--- config.mk ---
export PLATFORM = sky130hd
export DESIGN_NAME = sdl_video_pipe
export DESIGN_NICKNAME = d
export VERILOG_FILES = /design/src/rtl/sdl_video_pipe.sv
export SDC_FILE = /design/constraint.sdc
export NUM_CORES = 1
export LEC_CHECK = 0
export CAP_MARGIN = 25
export CORE_UTILIZATION = 40
export CTS_CLUSTER_DIAMETER = 100
export DETAILED_ROUTE_END_ITERATION = 10
export HOLD_SLACK_MARGIN = 0.1
export PLACE_DENSITY = 0.72
export REMOVE_ABC_BUFFERS = 1
export SLEW_MARGIN = 20
export SYNTH_ARGS = -nofsm -noshare
export SYNTH_HDL_FRONTEND = slang
export SYNTH_SLANG_ARGS = --single-unit
--- constraint.sdc ---
create_clock -name pixel_clk -period 4.65 [get_ports pixel_clk]
set_clock_uncertainty 0.2 [all_clocks]
set_input_delay 1.395 -clock pixel_clk [delete_from_list [all_inputs] [get_ports pixel_clk]]
set_output_delay 1.395 -clock pixel_clk [all_outputs]
set_load 0.1 [all_outputs]
--- src/rtl/sdl_video_pipe.sv ---
// sdl_video_pipe: raster timing generator plus output pipeline.
// The counters produce renderer coordinates. The matching enable/sync/eof sideband is
// delayed to line up with the renderer's fixed latency. A final register stage pairs that
// sideband with the returned colour, which is widened to the display depth.
module sdl_video_pipe #(
  parameter int   H_ACTIVE = 800,
  parameter int   H_FP     = 24,
  parameter int   H_SYNC   = 72,
  parameter int   H_BP     = 128,
  parameter int   V_ACTIVE = 600,
  parameter int   V_FP     = 1,
  parameter int   V_SYNC   = 2,
  parameter int   V_BP     = 22,
  parameter int   H_W      = 11,
  parameter int   V_W      = 10,
  parameter logic SYNC_POL = 1'b1,
  parameter int   REND_LAT = 0,
  parameter int   IN_CW    = 4,
  parameter int   OUT_CW   = 8,
  parameter int   FRM_W    = 16
) (
  input  logic              pixel_clk,
  input  logic              sim_rst,
  input  logic              run,
  output logic [H_W-1:0]    h_coord,
  output logic [V_W-1:0]    v_coord,
  input  logic [IN_CW-1:0]  red,
  input  logic [IN_CW-1:0]  green,
  input  logic [IN_CW-1:0]  blue,
  output logic [H_W-1:0]    sdl_sx,
  output logic [V_W-1:0]    sdl_sy,
  output logic              sdl_de,
  output logic [OUT_CW-1:0] sdl_r,
  output logic [OUT_CW-1:0] sdl_g,
  output logic [OUT_CW-1:0] sdl_b,
  output logic              h_sync,
  output logic              v_sync,
  output logic              eof,
  output logic [FRM_W-1:0]  frame_cnt
);

  localparam int H_TOTAL = H_ACTIVE + H_FP + H_SYNC + H_BP;
  localparam int V_TOTAL = V_ACTIVE + V_FP + V_SYNC + V_BP;

  localparam logic [H_W-1:0] H_LAST  = H_W'(H_TOTAL - 1);
  localparam logic [H_W-1:0] H_ACT_C = H_W'(H_ACTIVE);
  localparam logic [H_W-1:0] HS_BEG  = H_W'(H_ACTIVE + H_FP);
  localparam logic [H_W-1:0] HS_END  = H_W'(H_ACTIVE + H_FP + H_SYNC);
  localparam logic [H_W-1:0] H_ONE   = H_W'(1);
  localparam logic [V_W-1:0] V_LAST  = V_W'(V_TOTAL - 1);
  localparam logic [V_W-1:0] V_ACT_C = V_W'(V_ACTIVE);
  localparam logic [V_W-1:0] VS_BEG  = V_W'(V_ACTIVE + V_FP);
  localparam logic [V_W-1:0] VS_END  = V_W'(V_ACTIVE + V_FP + V_SYNC);
  localparam logic [V_W-1:0] V_ONE   = V_W'(1);
  localparam logic [FRM_W-1:0] FRM_ONE = FRM_W'(1);

  // Sideband bundle, MSB first: {x, y, de, hs (polarity applied), vs (polarity applied), eof}
  localparam int SB_W = H_W + V_W + 4;
  localparam logic [SB_W-1:0] SB_RST = {{(H_W + V_W + 1){1'b0}}, ~SYNC_POL, ~SYNC_POL, 1'b0};

  // MSB-first bit replication of a channel up to the display depth, truncated
  function automatic logic [OUT_CW-1:0] widen(input logic [IN_CW-1:0] c);
    logic [OUT_CW-1:0] w;
    w = '0;
    for (int i = 0; i < OUT_CW; i++) begin
      w[OUT_CW-1-i] = c[IN_CW-1-(i % IN_CW)];
    end
    return w;
  endfunction

  logic [H_W-1:0]  h_cnt_r;
  logic [V_W-1:0]  v_cnt_r;
  logic            de_raw_s;
  logic            hs_raw_s;
  logic            vs_raw_s;
  logic            eof_raw_s;
  logic [SB_W-1:0] sb_raw_s;
  logic [SB_W-1:0] sb_al_s;
  logic [H_W-1:0]  al_x_s;
  logic [V_W-1:0]  al_y_s;
  logic            al_de_s;
  logic            al_hs_s;
  logic            al_vs_s;
  logic            al_eof_s;

  // Raster counters: h wraps per line, v advances on each h wrap; both freeze while run is low
  always_ff @(posedge pixel_clk or posedge sim_rst) begin
    if (sim_rst) begin
      h_cnt_r <= '0;
      v_cnt_r <= '0;
    end else if (run) begin
      if (h_cnt_r == H_LAST) begin
        h_cnt_r <= '0;
        if (v_cnt_r == V_LAST) begin
          v_cnt_r <= '0;
        end else begin
          v_cnt_r <= v_cnt_r + V_ONE;
        end
      end else begin
        h_cnt_r <= h_cnt_r + H_ONE;
      end
    end
  end

  assign h_coord = h_cnt_r;
  assign v_coord = v_cnt_r;

  // Raw enable/sync/eof decode. eof is gated by run so a frozen last pixel never re-fires.
  always_comb begin
    de_raw_s  = (h_cnt_r < H_ACT_C) && (v_cnt_r < V_ACT_C);
    hs_raw_s  = (h_cnt_r >= HS_BEG) && (h_cnt_r < HS_END);
    vs_raw_s  = (v_cnt_r >= VS_BEG) && (v_cnt_r < VS_END);
    eof_raw_s = (h_cnt_r == H_LAST) && (v_cnt_r == V_LAST) && run;
    sb_raw_s  = {h_cnt_r, v_cnt_r, de_raw_s,
                 (hs_raw_s ? SYNC_POL : ~SYNC_POL),
                 (vs_raw_s ? SYNC_POL : ~SYNC_POL),
                 eof_raw_s};
  end

  generate
    if (REND_LAT == 0) begin : g_nodelay
      assign sb_al_s = sb_raw_s;
    end else begin : g_delay
      logic [SB_W-1:0] pipe_r [REND_LAT];

      // Alignment delay line; always shifts so issued coordinates drain while run is low
      always_ff @(posedge pixel_clk or posedge sim_rst) begin
        if (sim_rst) begin
          for (int i = 0; i < REND_LAT; i++) begin
            pipe_r[i] <= SB_RST;
          end
        end else begin
          pipe_r[0] <= sb_raw_s;
          for (int i = 1; i < REND_LAT; i++) begin
            pipe_r[i] <= pipe_r[i-1];
          end
        end
      end

      assign sb_al_s = pipe_r[REND_LAT-1];
    end
  endgenerate

  assign al_x_s   = sb_al_s[SB_W-1 -: H_W];
  assign al_y_s   = sb_al_s[SB_W-H_W-1 -: V_W];
  assign al_de_s  = sb_al_s[3];
  assign al_hs_s  = sb_al_s[2];
  assign al_vs_s  = sb_al_s[1];
  assign al_eof_s = sb_al_s[0];

  // Output register: pairs aligned sideband with this cycle's colour, blanks outside the active area
  always_ff @(posedge pixel_clk or posedge sim_rst) begin
    if (sim_rst) begin
      sdl_sx    <= '0;
      sdl_sy    <= '0;
      sdl_de    <= 1'b0;
      sdl_r     <= '0;
      sdl_g     <= '0;
      sdl_b     <= '0;
      h_sync    <= ~SYNC_POL;
      v_sync    <= ~SYNC_POL;
      eof       <= 1'b0;
      frame_cnt <= '0;
    end else begin
      sdl_sx <= al_x_s;
      sdl_sy <= al_y_s;
      sdl_de <= al_de_s;
      sdl_r  <= al_de_s ? widen(red)   : '0;
      sdl_g  <= al_de_s ? widen(green) : '0;
      sdl_b  <= al_de_s ? widen(blue)  : '0;
      h_sync <= al_hs_s;
      v_sync <= al_vs_s;
      eof    <= al_eof_s;
      if (al_eof_s) begin
        frame_cnt <= frame_cnt + FRM_ONE;
      end else begin
        frame_cnt <= frame_cnt;
      end
    end
  end

endmodule

==> Word level (Yosys, flattened, before mapping) <==
Cells that the tools add are included.
{ "totals": {"register_bits": 86, "in_bits": 15, "elab_cells": 36} }
{ "op_classes": {"add_sub_neg": 3, "magnitude_cmp": 6, "n_eq_ne": 2, "n_mux": 7, "n_reduce_logical": 6} }
{ "op_table": {"columns": ["cell", "n"], "rows": [
  ["two-way mux 8 bit", 3],
  ["less-than comparator 11 x 10 -> 1 bit (second input constant)", 2],
  ["less-than comparator 10 bit (second input constant)", 2],
  ["adder 16 x 1 -> 16 bit (second input constant)", 1],
  ["adder 11 x 1 -> 11 bit (second input constant)", 1],
  ["equality test 11 x 10 -> 1 bit (second input constant)", 1],
  [">= comparator 11 x 10 -> 1 bit (second input constant)", 1],
  ["two-way mux 11 bit", 1],
  ["adder 10 x 1 -> 10 bit (second input constant)", 1],
  ["equality test 10 bit (second input constant)", 1],
  [">= comparator 10 bit (second input constant)", 1],
  ["two-way mux 10 bit", 1],
  ["logical AND 1 bit", 5],
  ["two-way mux 1 bit", 2],
  ["AND reduction 2 bit", 1]
]} }

==> Logic depth before layout (Yosys ltp) <==
{ "depth": {"ltp_word": 3, "mapped_depth": 7} }

==> Worst setup path after synthesis <==
No wires, ideal clock.
{ "synth_path": {"path_kind": "in2reg", "start": "input port run", "end": "register frame_cnt[9]", "arrival_ns": 2.830, "required_ns": 4.291, "slack_ns": 1.461, "cell_stages": 7, "path_buffers": 2, "cell_sequence": "buf_2 nand4_4 or2_1 buf_6 nor4_4 nand4_1 xnor2_1"} }
{ "synth_between": {"elab_chain_cells": 1} }
{ "synth_lines": {"columns": ["element", "line", "rtl"], "rows": [
  ["start, declared", "24", "input logic run,"],
  ["logical AND 1 bit", "113", "eof_raw_s = (h_cnt_r == H_LAST) && (v_cnt_r == V_LAST) && run;"],
  ["end signal, assigned", "175", "frame_cnt <= frame_cnt + FRM_ONE;"],
  ["end signal, assigned", "177", "frame_cnt <= frame_cnt;"],
  ["end, declared", "39", "output logic [FRM_W-1:0] frame_cnt"]
]} }
Every way passes these cells.
A chain may end at the register's enable or synchronous reset.

==> Worst setup path after layout <==
{ "layout_path": {"start": "register v_cnt_r[2] (netlist: v_coord[2])", "end": "output port v_coord[2]"} }
{ "layout_lines": {"columns": ["element", "line", "rtl"], "rows": [
  ["start, declared", "72", "logic [V_W-1:0] v_cnt_r;"],
  ["start signal, assigned", "97", "v_cnt_r <= v_cnt_r + V_ONE;"],
  ["end, declared", "26", "output logic [V_W-1:0] v_coord,"]
]} }
No word-level cell between the ends.

==> reports/results.txt <==
Worst Hold Class -> flip-flop to flip-flop
static leakage -> 0.00187 uW
Comb pwr share -> 29.5%
CTS Buf Count -> 9
CP startpoint kind -> flip-flop
Switch Pwr -> 735 uW
RSZ-0062 raised after global routing -> no
H-tree depth -> 3
commonest non-fill, non-tap cell in the layout -> clkdlybuf4s50_1
Post-DP HPWL -> 4.20 mm
Flop pwr share -> 38.7%
drt wl/cell -> 13.4 um
Max stage delay cell, worst path -> clkdlybuf4s50_1
cell-internal power -> 1190 uW
Starting Density -> 41.2%
DR vias -> 2117
Mapped Area -> 2970 sq um
Synth Register Bits -> 74
Post-Syn Instances -> 245
Setup TNS -> 0 ns
cts repair resizes -> 0
critical path cell sequence -> clkdlybuf4s50_1
Fillers -> 606
postcts setup bufs -> 0
area of the die -> 7780 sq um
Clk Latency, worst-skew pair -> 0.33 ns
slew margin rel. -> 33.6%
routability cong. -> 0.794
Final Cell Area -> 4280 sq um
Bufs and invs on worst path -> 1
Tmin final -> 3.66 ns
WP data required -> 3.05 ns
area occupied by multi-input gates -> 976 sq um
antenna cells -> 0
DRC viols -> 0
f_max -> 0.273 GHz
core footprint -> 7210 sq um
leading cell types in the layout, fill and taps excluded -> clkdlybuf4s50_1, dfrtp_1, nand2_1
clock buffer depth -> 2
max_cap viols -> 0
Worst EP arrival -> 2.07 ns
Port Buffers -> 100
I/O pin cnt -> 101
setup violators final -> 0
clock network fraction of design power -> 31.8%
Cell Area, Placed -> 4000 sq um
Distinct cells, synth -> 35
First-pass DRT Iterations -> 4
yosys warns -> 0
FF+latch area -> 1850 sq um
number of global-route vias before repair -> 1998
register area share after synthesis -> 62.3%
all-layer global routing usage -> 16.6%
Clock Sinks -> 74
Max Slew Vio Count -> 0
Top delay family on crit path -> buffers and inverters
Net Sw Frac -> 38.1%
Worst path max stage delay -> 1.20 ns
via density per instance -> 4.74
Root Buffer -> clkbuf_8
Max VDD drop -> 0.000359 V
Final Hold Viols -> 0
mean cell area of the mapped netlist -> 12.1 sq um
Die Y -> 88.2 um
share of cells above drive strength 1 -> 7.18%
Cell Rows -> 31
DR iter-0 viols -> 85
Worst Path Max Fanout -> 9
antenna violations before repair -> 0
global-route wire length before repair -> 9.74 mm
Crit. End Element -> output pin
TritonCTS clock tree -> done
Power Density -> 451 nW/um^2
area grow syn2layout -> 43.9%
maximum number of pins on one net before global-route repair -> 75
status -> finished, final reports clean
Slew @ Worst Pin -> 0.993 ns
part of the cycle the worst path needs -> 78.8%
Setup CP Type -> flip-flop to output pin
grt ovf -> 0
cts hold-fix bufs -> 0
Post-DRT Antenna Nets -> 0
die width -> 88.2 um
drt total wl -> 6.01 mm
nets -> 364
CTS clk-pin slew, worst paths -> 0.08 ns
[path summary, 6_finish.rpt]
check / startpoint / slack, ns / depth (start not counted) / endpoint
min in group asynchronous: sim_rst / 1.22 / 3 / v_coord[1]
max in group asynchronous: sim_rst / 2.50 / 4 / frame_cnt[14]
hold / removal: h_coord[9] / 0.28 / 0 / sdl_sx[9]
setup / recovery: v_coord[2] / 0.99 / 1 / v_coord[2]
setup reg to reg: h_coord[1] / 2.25 / 6 / frame_cnt[15]
hold reg to reg: h_coord[9] / 0.28 / 0 / sdl_sx[9]
[registers in the layout, summed over array words and instances, names as in the netlist, 4 cells and up]
register / flops
sdl_g: 4
frame_cnt: 16
sdl_sx: 11
sdl_sy: 10
h_coord: 11
v_coord: 10
sdl_b: 4
sdl_r: 4
[power groups by stage]
stage / clock [uW] / combinational [uW] / sequential (uW)
after detailed placement: 0 / 568 / 761
after CTS: 629 / 569 / 748
after floorplan: 0 / 49.4 / 1130
after global placement: 0 / 566 / 759
final: 614 / 569 / 747
after global routing: 657 / 587 / 757
[area by class of cell]
type	instances	share of cell area [%]
flip-flops and latches	74	43.3
repair buffers	103	24.4
multi-input cells	147	22.8
clock buffers	11	3.54
well taps	99	2.90
clock inverters	5	2.34
inverters	8	0.702
[per-layer routing]
layer  GRT usage (%)  share of wire, %  vias up
met5               0                 0        -
met4            5.28               1.0        0
met3            5.00               6.0        6
met2            24.9                47       71
met1            23.2                46     1031
li1                -                 -     1009
[stage by stage]
| stage | hold slack [ns] | worst slack [ns] | instances | utilization, % | total power [uW] |
|---|---|---|---|---|---|
| after floorplan | 0.767 | 1.17 | 229 | - | 1180 |
| after global placement | 0.246 | 0.946 | 430 | 55.4 | 1320 |
| after detailed placement | 0.265 | 0.861 | 430 | 55.4 | 1330 |
| after CTS | 0.290 | 0.968 | 446 | 58.9 | 1950 |
| after global routing | 0.312 | 0.928 | 447 | 59.3 | 2000 |
| final | 0.283 | 0.987 | 447 | 59.3 | 1930 |
[Yosys cell counts]
cell        n  area [sq um]
nor4b_2     1          15.0
nand2b_1    2          12.5
and2_1     13          81.3
buf_6       1          11.3
nor3_1      4          20.0
nor4_4      2          42.5
and4_1      1          8.76
ha_1        6          75.1
xnor2_1    17           149
nand3b_1    1          7.51
nand3_1    11          55.1
o21ai_0     8          40.0
nor2_1     19          71.3
and4b_1     1          10.0
or3_1       2          12.5
a21oi_1     3          15.0
and3_1      3          18.8
o31ai_1     2          15.0
nand4_1    11          68.8
or2_1       1          6.26
dfrtp_1    74          1850
buf_2       1          5.00
o21a_1      1          7.51
nand4_4     1          21.3
nand2_1    20          75.1
a2111oi_0   1          8.76
mux2i_1     1          10.0
nand4_2     1          12.5
clkbuf_1    2          7.51
a211oi_1    1          7.51
buf_4      12          90.1
inv_1       8          30.0
mux2_1      1          11.3
xor2_1      9          78.8
a31oi_1     3          18.8
[cells by family (layout without fill, tap and decap cells)]
group | after synthesis | after routing | synth area share [%]
buf+inv | 24 | 127 | 4.84
xor+xnor | 26 | 26 | 7.66
mux | 2 | 2 | 0.716
fa+ha+maj | 6 | 6 | 2.53
simple gates | 94 | 94 | 18.1
compound gates | 19 | 19 | 3.79
flops | 74 | 74 | 62.3
No activity file was read; power rests on OpenSTA's default activity.
